## src/rtl/uart_tx_fifo.sv

```systemverilog
// uart_tx_fifo: DEPTH-entry byte FIFO that feeds a uart_tx one byte at a time.
// Producers push at full clock rate; a three-state sequencer pops one byte,
// pulses o_tx_byte_rdy for a single cycle and waits for the transmitter's done
// pulse before it considers the next byte. Reset is synchronous, active-low.
module uart_tx_fifo #(
   parameter  int DEPTH  = 16,
   localparam int ADDR_W = $clog2(DEPTH)
) (
   input  logic              i_clk,
   input  logic              i_rst_n,
   input  logic              i_wr_en,
   input  logic [7:0]        i_wr_byte,
   output logic              o_full,
   output logic              o_empty,
   output logic [ADDR_W:0]   o_count,
   output logic              o_overflow,
   output logic              o_tx_byte_rdy,
   output logic [7:0]        o_tx_byte,
   input  logic              i_tx_busy,
   input  logic              i_tx_done
);

   // Count is one bit wider than the pointers so DEPTH and 0 are distinct.
   localparam logic [ADDR_W:0]   CNT_ONE  = (ADDR_W + 1)'(1);
   localparam logic [ADDR_W:0]   CNT_FULL = (ADDR_W + 1)'(DEPTH);
   localparam logic [ADDR_W-1:0] PTR_ONE  = ADDR_W'(1);

   typedef enum logic [1:0] {
      ST_IDLE = 2'd0,   // waiting for data and an idle transmitter
      ST_SEND = 2'd1,   // start pulse is on the wire this cycle
      ST_WAIT = 2'd2    // byte outstanding, waiting for i_tx_done
   } state_t;

   state_t            state_q;
   state_t            state_nxt;

   logic [7:0]        mem [DEPTH];
   logic [ADDR_W-1:0] wr_ptr_q;
   logic [ADDR_W-1:0] rd_ptr_q;
   logic [ADDR_W:0]   count_q;
   logic [ADDR_W:0]   count_nxt;
   logic              full_q;
   logic              empty_q;
   logic              overflow_q;
   logic              tx_byte_rdy_q;
   logic [7:0]        tx_byte_q;

   logic              wr_accept;
   logic              wr_reject;
   logic              pop;

   // Write acceptance is judged on the registered full flag only, so a write
   // that coincides with a pop from a full FIFO is still dropped.
   always_comb begin
      wr_accept = i_wr_en && !full_q;
      wr_reject = i_wr_en &&  full_q;
   end

   // Sequencer next-state logic; pop is the single-cycle dequeue strobe.
   always_comb begin
      // NOTE: every output of this block gets a default first, so no path can leave one unassigned and infer a latch.
      state_nxt = state_q;
      pop       = 1'b0;
      unique case (state_q)
         ST_IDLE: begin
            if (!empty_q && !i_tx_busy) begin
               pop       = 1'b1;
               state_nxt = ST_SEND;
            end
         end
         ST_SEND: begin
            // A very early done pulse is honoured here rather than lost.
            state_nxt = i_tx_done ? ST_IDLE : ST_WAIT;
         end
         ST_WAIT: begin
            if (i_tx_done) begin
               state_nxt = ST_IDLE;
            end
         end
         default: begin
            state_nxt = ST_IDLE;
         end
      endcase
   end

   // Occupancy after this edge: a simultaneous push and pop cancel out.
   always_comb begin
      count_nxt = count_q;
      unique case ({wr_accept, pop})
         2'b10:   count_nxt = count_q + CNT_ONE;
         2'b01:   count_nxt = count_q - CNT_ONE;
         default: count_nxt = count_q;
      endcase
   end

   // Sequencer state register.
   always_ff @(posedge i_clk) begin
      // NOTE: registered state always uses non-blocking assignment so every flop samples pre-edge values regardless of block order.
      if (!i_rst_n) begin
         state_q <= ST_IDLE;
      end else begin
         state_q <= state_nxt;
      end
   end

   // Byte storage; writes are suppressed while reset is asserted.
   always_ff @(posedge i_clk) begin
      // NOTE: the storage array has no reset; stale entries are unreachable because count and pointers are reset.
      if (i_rst_n && wr_accept) begin
         mem[wr_ptr_q] <= i_wr_byte;
      end
   end

   // Pointers, occupancy and the registered flags derived from it.
   always_ff @(posedge i_clk) begin
      if (!i_rst_n) begin
         wr_ptr_q   <= '0;
         rd_ptr_q   <= '0;
         count_q    <= '0;
         full_q     <= 1'b0;
         empty_q    <= 1'b1;
         overflow_q <= 1'b0;
      end else begin
         if (wr_accept) begin
            wr_ptr_q <= wr_ptr_q + PTR_ONE;
         end
         if (pop) begin
            rd_ptr_q <= rd_ptr_q + PTR_ONE;
         end
         if (wr_reject) begin
            overflow_q <= 1'b1;
         end
         count_q <= count_nxt;
         full_q  <= (count_nxt == CNT_FULL);
         empty_q <= (count_nxt == '0);
      end
   end

   // Transmit handshake: latch the popped byte and raise the start pulse once.
   always_ff @(posedge i_clk) begin
      if (!i_rst_n) begin
         tx_byte_rdy_q <= 1'b0;
         tx_byte_q     <= 8'h00;
      end else begin
         tx_byte_rdy_q <= pop;
         if (pop) begin
            tx_byte_q <= mem[rd_ptr_q];
         end
      end
   end

   assign o_full        = full_q;
   assign o_empty       = empty_q;
   assign o_count       = count_q;
   assign o_overflow    = overflow_q;
   assign o_tx_byte_rdy = tx_byte_rdy_q;
   assign o_tx_byte     = tx_byte_q;

endmodule

```

## config.mk

```make
export PLATFORM = sky130hd
export DESIGN_NAME = uart_tx_fifo
export DESIGN_NICKNAME = d
export VERILOG_FILES = /design/src/rtl/uart_tx_fifo.sv
export SDC_FILE = /design/constraint.sdc
export NUM_CORES = 1
export LEC_CHECK = 0
export CAP_MARGIN = 15
export CORE_MARGIN = 2
export CORE_UTILIZATION = 45
export DETAILED_ROUTE_END_ITERATION = 7
export PLACE_DENSITY = 0.71
export SYNTH_ARGS = -nofsm -noshare
export SYNTH_HDL_FRONTEND = slang
export SYNTH_SLANG_ARGS = --single-unit
```

## constraint.sdc

```tcl
create_clock -name i_clk -period 5.7 [get_ports i_clk]
set_clock_uncertainty 0.1 [all_clocks]
set_input_delay 1.14 -clock i_clk [delete_from_list [all_inputs] [get_ports i_clk]]
set_output_delay 1.14 -clock i_clk [all_outputs]
set_load 0.02 [all_outputs]
```

==> impl_metrics.csv <==
group,metric,value,unit
global_routing,grtUsageTotal,0.1730,
timing,hold_viol,0,
synthesis,synth_common_cells,"edfxtp_1, mux4_2, nor2_1",
detailed_routing,post_drt_wl_per_cell,20.06,um
power_and_ir_drop,power,2.750,mW
timing,hold_slack,0.3619,ns
cts,cts_setup_buffers,0,
global_routing,grt_pass1_vias,3288,
detailed_routing,vias,3221,
synthesis,yosysTopAreaCell,"edfxtp_1",
synthesis,synth_top_area_frac,0.6300,
synthesis,synth_area_leaders,"edfxtp_1, mux4_2, dfxtp_1",
synthesis,synthCells,351,
worst_setup_path,slowest_delay,0.59,ns
floorplan,fp.dieW,120.4,um
worst_setup_path,crit_type,"in2reg",
cts,cts.sinks,155,
global_routing,antenna_found_initial,0,
worst_setup_path,endpoint_kind,"flop",
layout,drive_above_1_share,0.1823,
placed_design,placed_cell_area,6548,um^2
floorplan,io_pins,30,
timing,tightest_slew,0.9115,ns
synthesis,synth-edff-count,128,
timing,fmax,258.8,MHz
floorplan,rows,42,
cts,cts-root-buf,"clkbuf_16",
worst_setup_path,cp_top_family,"simple AND/OR/NAND/NOR gates",
worst_setup_path,cp.arrival,4.07,ns
timing,drv_slew,0,
floorplan,initial_core_util,0.4607,
detailed_routing,drtIter0Drc,280,
worst_setup_path,required,5.91,ns
power_and_ir_drop,ir_drop,0.2123,mV
timing,fin_setup_tns,0,ns
timing,finalCritPeriodShare,0.6778,
cts,cts.repair.resized,0,
worst_hold_path,hold_start,"o_tx_byte[5]",
timing,maxSlewHeadroom,0.3901,
layout,post-route-cell-area,7098,um^2
synthesis,synth_ff_type,"edfxtp_1",
timing,setup_viol_count_final,0,
worst_setup_path,path_max_fanout,14,
synthesis,async_flop_share,0,
layout,n_antenna_cell,0,
global_routing,grt-ovfl-total,0,
cts,cts_htree_levels,4,
synthesis,synth.most_common_cell,"edfxtp_1",
placed_design,io_buffer_count,29,
placed_design,place_congestion,0.8497,
cts,cts_tree,"yes",
worst_setup_path,critPathLaunchType,"input pin",
worst_setup_path,cpMaxStageDelayCell,"or4_4",
cts,hold_buffers,0,
cts,clk_pin_slew,0.06,ns
status,status,"finished, final reports clean",
layout,finalNetCount,402,
floorplan,die-area,14500,um^2
cts,cts_buffers,17,
detailed_routing,antenna_left,0,
global_routing,grt_max_degree,25,
layout,syn2layout_area_growth,16.35,%
timing,rsz0062_at_grt,"no",
synthesis,postSynthAreaPerCell,17.38,um^2
synthesis,syn-num-nets,371,
detailed_routing,wl,11460,um
floorplan,fp.dieH,120.4,um
worst_setup_path,critPathBufInv,2,
synthesis,ys_types,41,
worst_setup_path,rrSetupSlack,2.58,ns
worst_setup_path,crit_path_start,"i_tx_busy",
power_and_ir_drop,leakagePower,2.258,nW
detailed_routing,drc_errors,0,
detailed_routing,drt_first_pass_iters,4,
power_and_ir_drop,p_per_area,387.5,nW/um^2
synthesis,synth_area,6101,um^2
flow_run,drv_cap,0,
synthesis,synth_seq_area_share,0.7186,
synthesis,yosys_warnings,0,
detailed_routing,avgViaCountPerCell,5.641,
timing,fin_crit,3.864,ns
placed_design,place_hpwl,7335,um
global_routing,grt_pass1_wl,18340,um
cts,clk_latency,0.42,ns
cts,cts_max_path_buffers,2,
synthesis,ys_ff_latch,155,
worst_hold_path,hold_class,"reg2reg",
worst_setup_path,path_cells,"clkdlybuf4s50_1 > or4_4 > clkinv_2 > nand2_1 > xnor2_1 > ha_1 > nor3b_1 > a41oi_1 > o31a_1 > or3_4 > a2111oi_2",
floorplan,coreArea,13240,um^2
worst_setup_path,rr_startpoint,"state_q[1]",
## sequential cells by signal, summed over array words and instances (netlist names)
name / cells
o_tx_byte: 8
wr_ptr_q: 4
o_tx_byte_rdy: 1
rd_ptr_q: 4
mem: 128
o_full: 1
o_count: 5
o_overflow: 1
state_q: 2
o_empty: 1
## worst reg2reg max path, stage by stage (launching register included)
cell	delay, ns
dfxtp_1	0.32
or4_4	0.64
clkinv_2	0.18
nand2_1	0.08
xnor2_1	0.13
ha_1	0.24
nor3b_1	0.19
a41oi_1	0.08
o31a_1	0.31
or3_4	0.35
a2111oi_2	0.38
## cells by family after synthesis
family          after synthesis  synth area share
compound gates               45           0.05291
xor+xnor                     11           0.01579
fa+ha+maj                     7           0.01436
buf+inv                      28           0.01948
flops                       155            0.7186
mux                          33            0.1198
simple gates                 72           0.05906
## report_power, final
part / internal [mW] / switching [mW] / total [mW]
registers: 1.27 / 0.0603 / 1.33
logic: 0.201 / 0.196 / 0.397
clock network: 0.565 / 0.461 / 1.03
total: 2.03 / 0.718 / 2.75
## worst paths after layout
check,end,cells after the start
worst max register to register,o_full,10
worst max-delay path,o_full,11
worst min register to register,o_tx_byte[5],2
worst min-delay path,o_tx_byte[5],2
## final cells by class
cell class	instances	area, um^2
clock inverters	14	121.4
inverters	8	31.28
well taps	176	220.2
clock buffers	18	429.2
repair buffers	32	312.8
multi-input cells	168	1598
flip-flops and latches	155	4385
fillers	1056	6145
## layer usage
metal / routed length [um] / global-route usage / vias up
met4: 166 / 0.06323 / 0
met2: 5701 / 0.2737 / 96
li1: - / - / 1452
met1: 4967 / 0.2357 / 1658
met5: 0 / 0 / -
met3: 621 / 0.04104 / 15
## metrics by stage
| stage | setup WS (ns) | std cells | util |
|---|---|---|---|
| floorplan | 1.957 | 351 | - |
| global placement | 1.548 | 539 | 0.4944 |
| detailed placement | 1.401 | 539 | 0.4944 |
| CTS | 1.852 | 571 | 0.5360 |
| global route | 1.644 | 571 | 0.5360 |
| finish | 1.836 | 571 | 0.5360 |
## cell usage in the layout, fill, tap and decap left out, types with 2 or more instances in the layout
cell and instances:
nand3b_1 2, o211ai_1 2, nand2_1 11, and2_1 2, a31oi_1 2, xnor2_1 5, a22o_1 8, a21o_1 2
clkbuf_16 17, edfxtp_1 128, nor2b_1 4, buf_4 3, nor2_1 28, nor3_1 4, o21ai_1 9, xor2_1 6
dfxtp_1 26, mux4_2 32, nand4_1 4, clkinv_2 2, or3b_2 2, a221oi_1 8, nor3b_1 2, inv_1 7
clkdlybuf4s50_1 29, inv_8 2, clkinv_4 5, clkinvlp_4 4, ha_1 7, a21oi_1 7, nand3_1 9
Note: power is estimated with default switching activity, not from simulation.
